--- src/rtl/serial_ins_sender_if.sv ---
// Fetch-side bundle of the serial instruction sender: the instruction handshake
// with instruction memory, the fetch PC and the branch/jump redirect.
interface serial_ins_sender_if #(
    parameter int INS_WIDTH = 32
);
    logic [INS_WIDTH-1:0] ins_word;
    logic                 ins_valid;
    logic                 ins_ready;
    logic [31:0]          pc;
    logic                 pc_load;
    logic [31:0]          pc_target;

    modport master (
        output ins_word, ins_valid, pc_load, pc_target,
        input  ins_ready, pc
    );

    modport slave (
        input  ins_word, ins_valid, pc_load, pc_target,
        output ins_ready, pc
    );
endinterface

--- src/rtl/serial_ins_sender.sv ---
// Serial instruction sender: one-word prefetch and LSB-first framing onto a 99-cycle link.
// Build option: define SER_SEND_NOP_FILL_EN to send the RISC-V NOP in fill frames.
module serial_ins_sender #(
    parameter int                   INS_WIDTH = 32,
    parameter int                   FRAME_LEN = 99,
    parameter int                   CNT_W     = 7,
    parameter logic [INS_WIDTH-1:0] FILL_WORD = 32'h0000_0000
) (
    input  logic                clk,
    input  logic                reset,
    serial_ins_sender_if.slave  fetch,
    output logic                ins,
    output logic [CNT_W-1:0]    frame_cnt,
    output logic                underrun
);

    localparam logic [CNT_W-1:0] LAST_CNT = CNT_W'(FRAME_LEN - 1);
    localparam logic [CNT_W-1:0] CNT_ONE  = CNT_W'(1);

`ifdef SER_SEND_NOP_FILL_EN
    localparam logic [INS_WIDTH-1:0] FILL_SEL = INS_WIDTH'(32'h0000_0013);
`else
    localparam logic [INS_WIDTH-1:0] FILL_SEL = FILL_WORD;
`endif

    logic [CNT_W-1:0]     frame_cnt_r;
    logic [CNT_W-1:0]     frame_cnt_s;
    logic [INS_WIDTH-1:0] shreg_r;
    logic [INS_WIDTH-1:0] shreg_s;
    logic [INS_WIDTH-1:0] buf_word_r;
    logic [INS_WIDTH-1:0] buf_word_s;
    logic                 buf_full_r;
    logic                 buf_full_s;
    logic                 underrun_r;
    logic                 underrun_s;
    logic [31:0]          pc_r;
    logic [31:0]          pc_s;
    logic                 wrap_s;
    logic                 ready_s;
    logic                 accept_s;

    // A redirect blocks the handshake so a wrong-path word is never taken.
    assign wrap_s   = (frame_cnt_r == LAST_CNT);
    assign ready_s  = !fetch.pc_load && (!buf_full_r || wrap_s);
    assign accept_s = fetch.ins_valid && ready_s;

    assign fetch.ins_ready = ready_s;
    assign fetch.pc        = pc_r;
    assign ins             = shreg_r[0];
    assign frame_cnt       = frame_cnt_r;
    assign underrun        = underrun_r;

    // Next-state logic for frame counter, shifter, prefetch buffer and PC.
    always_comb begin
        frame_cnt_s = frame_cnt_r;
        shreg_s     = shreg_r;
        buf_word_s  = buf_word_r;
        buf_full_s  = buf_full_r;
        underrun_s  = 1'b0;
        pc_s        = pc_r;

        if (fetch.pc_load) begin
            pc_s = fetch.pc_target;
        end else if (accept_s) begin
            pc_s = pc_r + 32'd4;
        end else begin
            pc_s = pc_r;
        end

        if (wrap_s) begin
            frame_cnt_s = {CNT_W{1'b0}};
            if (fetch.pc_load) begin
                shreg_s    = FILL_SEL;
                buf_full_s = 1'b0;
                underrun_s = 1'b1;
            end else if (buf_full_r) begin
                // Drain the buffer; a same-edge accept refills it.
                shreg_s    = buf_word_r;
                buf_full_s = accept_s;
                if (accept_s) begin
                    buf_word_s = fetch.ins_word;
                end else begin
                    buf_word_s = buf_word_r;
                end
            end else if (accept_s) begin
                shreg_s    = fetch.ins_word;
                buf_full_s = 1'b0;
            end else begin
                shreg_s    = FILL_SEL;
                buf_full_s = 1'b0;
                underrun_s = 1'b1;
            end
        end else begin
            frame_cnt_s = frame_cnt_r + CNT_ONE;
            // Shifting zeros in keeps ins low once all word bits have left.
            shreg_s     = {1'b0, shreg_r[INS_WIDTH-1:1]};
            if (fetch.pc_load) begin
                buf_full_s = 1'b0;
            end else if (accept_s) begin
                buf_full_s = 1'b1;
                buf_word_s = fetch.ins_word;
            end else begin
                buf_full_s = buf_full_r;
            end
        end
    end

    // State registers with asynchronous reset to the idle fill frame.
    always_ff @(posedge clk or negedge reset) begin
        if (!reset) begin
            frame_cnt_r <= {CNT_W{1'b0}};
            shreg_r     <= FILL_SEL;
            buf_word_r  <= {INS_WIDTH{1'b0}};
            buf_full_r  <= 1'b0;
            underrun_r  <= 1'b0;
            pc_r        <= 32'h0000_0000;
        end else begin
            frame_cnt_r <= frame_cnt_s;
            shreg_r     <= shreg_s;
            buf_word_r  <= buf_word_s;
            buf_full_r  <= buf_full_s;
            underrun_r  <= underrun_s;
            pc_r        <= pc_s;
        end
    end

endmodule

--- src/flat_wrapper.sv ---
// flat-port wrapper written by rule: the top's interface ports become plain ports
module serial_ins_sender_flat 
#(
    parameter int                   INS_WIDTH = 32,
    parameter int                   FRAME_LEN = 99,
    parameter int                   CNT_W     = 7,
    parameter logic [INS_WIDTH-1:0] FILL_WORD = 32'h0000_0000
)
  (clk, reset, ins, frame_cnt, underrun, fetch_ins_word, fetch_ins_valid, fetch_pc_load, fetch_pc_target, fetch_ins_ready, fetch_pc);
  serial_ins_sender_if #(.INS_WIDTH(INS_WIDTH)) fetch_i ();
  input  logic clk;
  input  logic reset;
  output logic ins;
  output logic [CNT_W-1:0] frame_cnt;
  output logic underrun;
  input wire logic [$bits(fetch_i.ins_word)-1:0] fetch_ins_word;
  input wire logic [$bits(fetch_i.ins_valid)-1:0] fetch_ins_valid;
  input wire logic [$bits(fetch_i.pc_load)-1:0] fetch_pc_load;
  input wire logic [$bits(fetch_i.pc_target)-1:0] fetch_pc_target;
  output wire logic [$bits(fetch_i.ins_ready)-1:0] fetch_ins_ready;
  output wire logic [$bits(fetch_i.pc)-1:0] fetch_pc;
  assign fetch_i.ins_word = fetch_ins_word;
  assign fetch_i.ins_valid = fetch_ins_valid;
  assign fetch_i.pc_load = fetch_pc_load;
  assign fetch_i.pc_target = fetch_pc_target;
  assign fetch_ins_ready = fetch_i.ins_ready;
  assign fetch_pc = fetch_i.pc;
  serial_ins_sender #(.INS_WIDTH(INS_WIDTH), .FRAME_LEN(FRAME_LEN), .CNT_W(CNT_W), .FILL_WORD(FILL_WORD)) u_core (.clk(clk), .reset(reset), .fetch(fetch_i), .ins(ins), .frame_cnt(frame_cnt), .underrun(underrun));
endmodule
--- config.mk ---
export PLATFORM = sky130hd
export DESIGN_NAME = serial_ins_sender_flat
export DESIGN_NICKNAME = d
export VERILOG_FILES = /design/src/rtl/serial_ins_sender_if.sv /design/src/rtl/serial_ins_sender.sv /design/src/flat_wrapper.sv
export SDC_FILE = /design/constraint.sdc
export NUM_CORES = 1
export LEC_CHECK = 0
export ABC_AREA = 1
export BUFFER_PORTS_ARGS = -buffer_cell sky130_fd_sc_hd__buf_2
export CAP_MARGIN = 30
export CELL_PAD_IN_SITES_DETAIL_PLACEMENT = 1
export CELL_PAD_IN_SITES_GLOBAL_PLACEMENT = 1
export CORE_MARGIN = 5
export CORE_UTILIZATION = 41
export CTS_BUF_LIST = sky130_fd_sc_hd__clkbuf_4
export CTS_CLUSTER_SIZE = 20
export DETAILED_ROUTE_END_ITERATION = 6
export PLACE_DENSITY_LB_ADDON = 0.1
export SYNTH_ARGS = -nofsm -noshare
export SYNTH_HDL_FRONTEND = slang
export SYNTH_SLANG_ARGS = --single-unit
--- constraint.sdc ---
create_clock -name clk -period 1.85 [get_ports clk]
set_input_delay 0.37 -clock clk [delete_from_list [all_inputs] [get_ports clk]]
set_output_delay 0.37 -clock clk [all_outputs]
set_load 0.05 [all_outputs]
# Word level (Yosys, flattened, before mapping)
# Index checks and enable logic that the tools add are counted.
[classes]
n_reduce_logical = 8
n_eq_ne = 2
addsub = 2
muxes = 21
bitwise = 1
[op_table]
columns = ["cell", "n"]
rows = [
  ["32-bit 2-to-1 mux", 11],
  ["32-bit by 3-bit adder with 32-bit output, second input constant", 1],
  ["1-bit 2-to-1 mux", 9],
  ["7-bit by 1-bit adder with 7-bit output, second input constant", 1],
  ["7-bit == test, second input constant", 1],
  ["7-bit 2-to-1 mux", 1],
  ["3-bit nonzero test", 1],
  ["1-bit logical AND", 2],
  ["1-bit logical NOT", 2],
  ["2-bit by 1-bit inequality test with 1-bit output, second input constant", 1],
  ["2-bit AND reduction", 1],
  ["2-bit nonzero test", 1],
  ["1-bit logical OR", 1],
  ["1-bit NOT", 1],
]
[word_totals]
inputBits = 68
wordCells = 40
output_inout_bits = 42
reg_bits = 105

# Depth between registers and ports, before layout
# Gate-level depths: netlist of the first run.
[logic_depth]
ltp_word = 8
ltp_mapped = 12
depth_no_buf = 11

# Least setup slack after synthesis of the first run
# No wires, ideal clock.
[synth_path]
path_type = "flip-flop to output port"
start = "register u_core.frame_cnt_r[1] (netlist: u_core.frame_cnt[1])"
end = "output port fetch_ins_ready"
required_time_ps = 1480
n_path_buf = 0
path_stages_with_launch = 8
setup_slack_ps = -176
arrival_time_ps = 1656
cell_sequence = "dfrtp_1 ha_1 inv_1 nor2_1 nand3_2 nand2_1 nand2_2 inv_1"
[synth_between]
elab_chain_len = 3
[synth_rtl]
columns = ["element", "line_no", "source"]
rows = [
  ["start: declaration", "serial_ins_sender.sv:26", "logic [CNT_W-1:0] frame_cnt_r;"],
  ["start signal: assignment", "serial_ins_sender.sv:111", "frame_cnt_r <= {CNT_W{1'b0}};"],
  ["start signal: assignment", "serial_ins_sender.sv:118", "frame_cnt_r <= frame_cnt_s;"],
  ["7-bit == test", "serial_ins_sender.sv:43", "assign wrap_s = (frame_cnt_r == LAST_CNT);"],
  ["1-bit logical OR", "serial_ins_sender.sv:44", "assign ready_s = !fetch.pc_load && (!buf_full_r || wrap_s);"],
  ["1-bit logical AND", "serial_ins_sender.sv:44", ""],
  ["end: declaration", "flat_wrapper.sv:20", "output wire logic [$bits(fetch_i.ins_ready)-1:0] fetch_ins_ready;"],
]
# Every way passes these cells.

# Worst setup path after layout of the first run
[layout_path]
start = "register u_core.frame_cnt_r[0] (netlist: u_core.frame_cnt[0])"
end = "output port fetch_ins_ready"
# Same word-level chain as after synthesis.

==> results.py, run 1 <==
metrics = {
    "status": {
        "status": "finished with violations",
        "violations": "negative setup slack",
    },
    "timing": {
        "tightest_slew_ps": 399,
        "finalHoldViolations": 0,
        "relSlewSlack": 0.734,
        "fin_crit_ps": 2090,
        "rsz0062_at_grt": "yes",
        "fmax_mhz": 480,
        "finalCritPeriodShare": 1.13,
        "maxSlewViolCount": 0,
        "fin_ws_ps": -235,
        "setup_viol": 9,
        "clock_skew_ps": 21.0,
        "setup-tns-final_ps": -292,
    },
    "synthesis": {
        "synth_cell_types": 27,
        "synth_top_family_by_area": "simple AND/OR/NAND/NOR gates",
        "synth_compound_area_frac": 0.0695,
        "yosysTopAreaCellShare": 0.477,
        "yosys-mux-area-fraction": 0,
        "ys_warn_count": 0,
        "synth_cells": 731,
        "netlist_area_um2": 5510,
        "synth-xor-area-share": 0.0159,
        "ys_ff_latch": 105,
        "synth_simple_gate_area_share": 0.377,
        "synth_adder_area_share": 0.00682,
        "synth_top_area_cell": "dfrtp_1",
        "synth_seq_area_share": 0.477,
        "syn_avg_cell_area_um2": 7.53,
        "yosys-top-cells-area": "dfrtp_1 48%, nand2_1 21%, nand3_1 6.5%, a22o_1 4.9%, nand4_1 3.6%",
        "syn_nets": 802,
    },
    "job": {
        "maxCapViolCount": 0,
    },
    "critical_path": {
        "crit_type": "register to output port",
        "path_max_fanout": 2,
        "critPathCapture": "fetch_ins_ready",
        "startpoint": "u_core.frame_cnt[0]",
        "worstSetupEndpointType": "output port",
        "reg2reg_from": "u_core.frame_cnt[0]",
        "cp.arrival_ps": 1720,
        "r2r_setup_slack_ps": -20,
        "critPathRequiredTime_ps": 1480,
        "r2r_end": "u_core.buf_word_r[21]",
        "worst_r2r_path_depth": 14,
        "startpoint_type": "register",
    },
    "cts": {
        "clk_pin_slew_ps": 160,
        "clockBufferDepth": 2,
        "clock_latency_ps": 500,
        "clock-sinks": 105,
        "tritoncts": "done",
        "cts_buffers": 9,
        "clock-root-buffer": "clkbuf_4",
        "htreeDepth": 3,
    },
    "layout": {
        "post-route-util": 0.526,
        "final_common_cell": "nand2_1",
        "fillers": 1677,
        "areaGrowthSynthToFinish_pct": 26.0,
        "diodes": 0,
        "final_nets": 934,
        "fin_cells": 1044,
        "drive_above_1_share": 0.219,
        "final_cell_mix": "311 x nand2_1, 107 x buf_2, 103 x dfrtp_1, 72 x nand3_1, 50 x nor2_1",
    },
    "detailed_routing": {
        "first_pass_iters": 5,
        "drcViolationCount": 0,
        "drt-wirelength-per-cell_um": 17.8,
        "via_per_inst": 5.31,
        "dr_total_vias": 5544,
        "ant_nets": 0,
        "drt_wl_total_mm": 18.6,
        "dr.first_iter.drc_count": 365,
    },
    "grt": {
        "grt_pass1_vias": 5667,
        "grt.overflow.total": 0,
        "antenna_found_initial": 0,
        "grt_use_total": 0.225,
        "grt_max_degree": 51,
        "grt_pass1_wl_mm": 29.3,
    },
    "floorplan": {
        "die_area_um2": 15800,
        "start_util": 0.417,
        "rows": 42,
        "die_y_um": 126,
        "io_pins": 110,
        "fp.coreArea_um2": 13200,
        "die_x_um": 126,
    },
    "place": {
        "dp_hpwl_mm": 12.9,
        "port_buffers": 109,
        "placedCellCount": 1012,
        "place.gp.congestion": 0.920,
    },
    "hold_path": {
        "hp-class": "input port to register",
    },
    "power": {
        "p_per_area_nw_per_um2": 716,
        "p_leak_nw": 3.62,
        "ir_drop_mv": 0.439,
    },
}
-- per-stage QoR --
stage	worst slack (ps)	hold slack [ps]	cell area, um^2	power, W
CTS	-318	27.2	6610	0.00499
finish	-235	61.7	6940	0.00497
global placement	149	302	6430	0.00380
global route	-347	38.7	6940	0.00524
floorplan	4.11	74.4	5510	0.00339
detailed placement	57.5	310	6430	0.00385
-- layer usage --
metal | vias up | routed length [um] | track usage
met5 | - | 0 | 0
met1 | 2754 | 8900 | 0.325
li1 | 2648 | - | -
met2 | 124 | 8600 | 0.352
met3 | 18 | 804 | 0.0364
met4 | 0 | 242 | 0.0631
-- flip-flops by register name, indices dropped and copies added (netlist names) --
| register | count |
|---|---|
| u_core.fetch.pc | 32 |
| u_core.buf_full_r | 1 |
| u_core.underrun | 1 |
| u_core.shreg_r | 32 |
| u_core.buf_word_r | 32 |
| u_core.frame_cnt | 7 |
-- timing repair --
item / 4_1_cts / 5_1_grt
setup endpoints to repair: 1 / 86
cloned: 0 / 7
pin swaps: 1 / 3
hold buffers: 1 / 0
endpoints found under the hold margin: 20 / 0
gates resized for setup: 9 / 30
buffers inserted: 2 / 6
-- final cells by class --
cell class	count	area, um^2	area share
multi-input combinational	553	2640	0.381
sequential	105	2630	0.379
timing repair buffer	160	1190	0.171
tap	176	220	0.0317
inverter	34	136	0.0197
clock buffer	10	75.1	0.0108
clock inverter	6	43.8	0.00631
-- worst min-delay path by stage --
stage / slack (ps) / to / start / depth (start not counted)
5_1_grt: 40 / u_core.fetch.pc[0] / fetch_pc_target[0] / 3
3_3_place_gp: 300 / u_core.fetch.pc[28] / reset / 1
4_1_cts: 30 / u_core.fetch.pc[0] / fetch_pc_target[0] / 3
2_1_floorplan: 70 / u_core.buf_full_r / reset / 0
6_report: 60 / u_core.fetch.pc[0] / fetch_pc_target[0] / 3
3_5_place_dp: 310 / u_core.fetch.pc[28] / reset / 1
-- kinds of logic (layout without fill, tap and decap cells) --
family | after synthesis | in the layout
DFF | 105 | 105
AOI/OAI and AO/OA | 51 | 51
buffers and inverters | 73 | 210
adders and majority gates | 3 | 3
and+or+nand+nor | 489 | 489
xor gates and xnor gates | 10 | 10
-- cells in the mapped netlist (all sizes together) --
cell    instances
dfrtp         105
nand3b         11
xor2            4
nor2           54
a22o           31
o22ai           1
a21oi          13
clkinv          2
o21bai          4
ha              3
clkbuf         20
xnor2           6
nor3b           1
nand2         315
and3            1
or2             1
nand3          73
buf            19
nand4          32
inv            32
o21ai           2
nor3            1
-- report_power, final --
part	total (W)	internal (W)	switching (W)
sequential	0.00268	0.00248	0.000196
clock	0.00111	0.000297	0.000816
combinational	0.00117	0.000375	0.000800
total	0.00497	0.00316	0.00181
-- critical path, cell delays in order (launching register included) --
cell	delay [ps]
dfrtp_2	440
inv_2	50
ha_1	130
inv_1	40
nor2_2	80
nand3_2	100
nand2_4	100
nand2_4	70
clkinvlp_4	90
buf_8	140
Note: power is estimated with default switching activity, not from simulation.
==> inputs of run 2 (changes only) <==
--- a/config.mk
+++ b/config.mk
@@ -5,16 +5,16 @@
 export SDC_FILE = /design/constraint.sdc
 export NUM_CORES = 1
 export LEC_CHECK = 0
-export ABC_AREA = 1
 export BUFFER_PORTS_ARGS = -buffer_cell sky130_fd_sc_hd__buf_2
 export CAP_MARGIN = 30
 export CELL_PAD_IN_SITES_DETAIL_PLACEMENT = 1
 export CELL_PAD_IN_SITES_GLOBAL_PLACEMENT = 1
 export CORE_MARGIN = 5
-export CORE_UTILIZATION = 41
+export CORE_UTILIZATION = 44
 export CTS_BUF_LIST = sky130_fd_sc_hd__clkbuf_4
 export CTS_CLUSTER_SIZE = 20
 export DETAILED_ROUTE_END_ITERATION = 6
+export MAX_ROUTING_LAYER = met4
 export PLACE_DENSITY_LB_ADDON = 0.1
 export SYNTH_ARGS = -nofsm -noshare
 export SYNTH_HDL_FRONTEND = slang
==> run 2 against run 1 <==
  * The flow still finishes with violations (negative setup slack)
  * Register-to-register slack lost 330 ps
  * Die area is 14% lower
  * Hold slack improved by 26 ps
  * Count of clock-buffer cells in the layout is 1 lower
  * Core utilization is 8.0 points higher
  * Synthesized area decreased by 9.1%
  * Global-route usage grew 0.99 points
  * Largest cell class is now registers
  * Largest power group unchanged
==> results.py, run 2 <==
metrics = {
    "place": {
        "place.gp.congestion": 0.848,
        "dpl_cell_area_um2": 6030,
        "port_buffers": 109,
        "placedCellCount": 717,
        "dp_hpwl_mm": 9.74,
    },
    "floorplan": {
        "io_pins": 110,
        "fp.coreArea_um2": 11300,
        "start_util": 0.444,
        "die_y_um": 117,
        "rows": 39,
        "die_x_um": 117,
        "die_area_um2": 13600,
    },
    "power": {
        "pwr-share-seq": 0.515,
        "p_per_area_nw_per_um2": 764,
        "power_frac_comb": 0.240,
        "p_int_w": 0.00347,
        "p_clk_frac": 0.245,
        "switching_share": 0.334,
        "ir_drop_mv": 0.577,
        "p_leak_nw": 3.10,
        "switching_power_w": 0.00175,
    },
    "synthesis": {
        "netlist_area_um2": 5010,
        "synth_cell_types": 40,
        "ys_ff_latch": 105,
        "yosys-top-cells-area": "dfrtp_1 52%, mux2_4 9.0%, o31ai_1 5.2%, nand2_1 5.2%, a22oi_1 4.8%",
        "synth_top_area_cell": "dfrtp_1",
        "yosysMostFrequentCell": "dfrtp_1",
        "ys_top_cells_by_count": "105 x dfrtp_1, 69 x nand2_1, 35 x o31ai_1",
        "synth_seq_area_share": 0.525,
        "ys.flop_type": "dfrtp_1",
        "syn_avg_cell_area_um2": 11.0,
        "async_flop_share": 1.00,
        "syn_nets": 525,
        "synth_cells": 454,
        "synth-edff-count": 0,
        "ys_warn_count": 0,
        "yosysTopAreaCellShare": 0.525,
    },
    "layout": {
        "fin_cells": 757,
        "drive_above_1_share": 0.495,
        "diodes": 0,
        "post-route-util": 0.606,
        "fillers": 1221,
        "final_common_cell": "buf_2",
        "areaGrowthSynthToFinish_pct": 36.5,
        "final_cell_mix": "107 x buf_2, 80 x dfrtp_1, 66 x nand2_1, 46 x buf_4, 34 x mux2_4",
        "final_nets": 680,
        "final_cell_area_um2": 6830,
    },
    "detailed_routing": {
        "dr_total_vias": 4229,
        "first_pass_iters": 4,
        "drt_wl_total_mm": 15.5,
        "dr.first_iter.drc_count": 259,
        "ant_nets": 0,
        "drt-wirelength-per-cell_um": 20.5,
        "drcViolationCount": 0,
        "via_per_inst": 5.59,
    },
    "critical_path": {
        "critPathRequiredTime_ps": 2230,
        "cp.arrival_ps": 2580,
        "path_max_fanout": 6,
        "startpoint_type": "register",
        "crit_type": "register to register",
        "worstSetupEndpointType": "register",
    },
    "grt": {
        "grt_pass1_vias": 4604,
        "grt.overflow.total": 0,
        "grt_pass1_wl_mm": 24.1,
        "antenna_found_initial": 0,
        "grt_use_total": 0.235,
        "grt_max_degree": 43,
    },
    "job": {
        "maxCapViolCount": 0,
    },
    "cts": {
        "clock_latency_ps": 480,
        "htreeDepth": 3,
        "cts_buffers": 9,
        "clock-sinks": 105,
        "clock-root-buffer": "clkbuf_4",
        "clockBufferDepth": 2,
        "clk_pin_slew_ps": 170,
        "tritoncts": "done",
    },
    "timing": {
        "setup_viol": 61,
        "tightest_slew_ps": 453,
        "finalHoldViolations": 0,
        "fin_ws_ps": -349,
        "fin_crit_ps": 2200,
        "finalCritPeriodShare": 1.19,
        "clock_skew_ps": 20.0,
        "fmax_mhz": 455,
        "worst_hold_slack_ps": 88.1,
        "relSlewSlack": 0.698,
        "rsz0062_at_grt": "yes",
        "maxSlewViolCount": 0,
    },
    "status": {
        "status": "finished with violations",
        "violations": "negative setup slack",
    },
    "hold_path": {
        "hp-class": "input port to register",
    },
}
-- run 2: layout make-up --
cell class / count / area, um^2 / share of cell area
Timing Repair Buffer: 176 / 1230 / 0.179
Clock buffer: 9 / 67.6 / 0.00989
Multi-Input combinational cell: 311 / 2600 / 0.381
Tap cell: 143 / 179 / 0.0262
Clock inverter: 7 / 77.6 / 0.0114
Sequential cell: 105 / 2660 / 0.389
Inverter: 6 / 22.5 / 0.00330
-- run 2: what timing repair did --
action / 4_1_cts / 5_1_grt
hold buffers: 1 / 0
endpoints found under the setup margin: 63 / 67
gates cloned: 3 / 1
pin swaps: 25 / 24
endpoints found under the hold margin: 24 / 0
resized for setup: 55 / 50
setup buffers: 14 / 9
-- run 2: worst max-delay path: stages (launching register included) --
cell	delay [ps]
dfrtp_2	460
ha_4	160
and4bb_2	220
buf_4	130
and2_4	160
xnor2_2	150
and3_4	330
clkbuf_16	190
mux2_4	290
-- run 2: through the flow --
stage	total power [W]	TNS, ps	setup WS, ps
final	0.00522	-16330	-349
after global routing	0.00544	-20580	-411
after CTS	0.00517	-14570	-395
after detailed placement	0.00383	-6610	-211
after global placement	0.00379	-3320	-119
after floorplan	0.00342	-12290	-359
-- run 2: worst paths after layout --
path	slack, ps	cells after the start	from	to
max	-350	8	u_core.frame_cnt[1]	u_core.buf_word_r[10]
min reg2reg	480	2	u_core.shreg_r[31]	u_core.shreg_r[30]
max reg2reg	-350	8	u_core.frame_cnt[1]	u_core.buf_word_r[10]
max in group asynchronous	970	3	reset	u_core.fetch.pc[22]
min	90	3	fetch_pc_target[5]	u_core.fetch.pc[5]
min in group asynchronous	340	2	reset	u_core.fetch.pc[1]
-- run 2: power by group through the flow --
stage | sequential, W | combinational, W | clock, W
detailed placement | 0.00271 | 0.00112 | 0
global route | 0.00272 | 0.00134 | 0.00139
floorplan | 0.00292 | 0.000506 | 0
CTS | 0.00268 | 0.00121 | 0.00128
global placement | 0.00271 | 0.00108 | 0
finish | 0.00269 | 0.00125 | 0.00128
-- run 2: per-layer routing --
layer | share of wire | GRT usage | vias up
met1 | 0.42 | 0.284 | 2167
met5 | 0 | - | -
met3 | 0.039 | 0.0363 | 19
li1 | - | - | 1947
met2 | 0.53 | 0.409 | 96
met4 | 0.014 | 0.0642 | 0
-- run 2: cells by family after synthesis --
| group | after synthesis | synth area share |
|---|---|---|
| xor gates and xnor gates | 27 | 0.0472 |
| AOI/OAI and AO/OA | 107 | 0.146 |
| muxes | 37 | 0.105 |
| buffers and inverters | 38 | 0.0355 |
| adders and majority gates | 3 | 0.00750 |
| DFF | 105 | 0.525 |
| and+or+nand+nor | 137 | 0.134 |
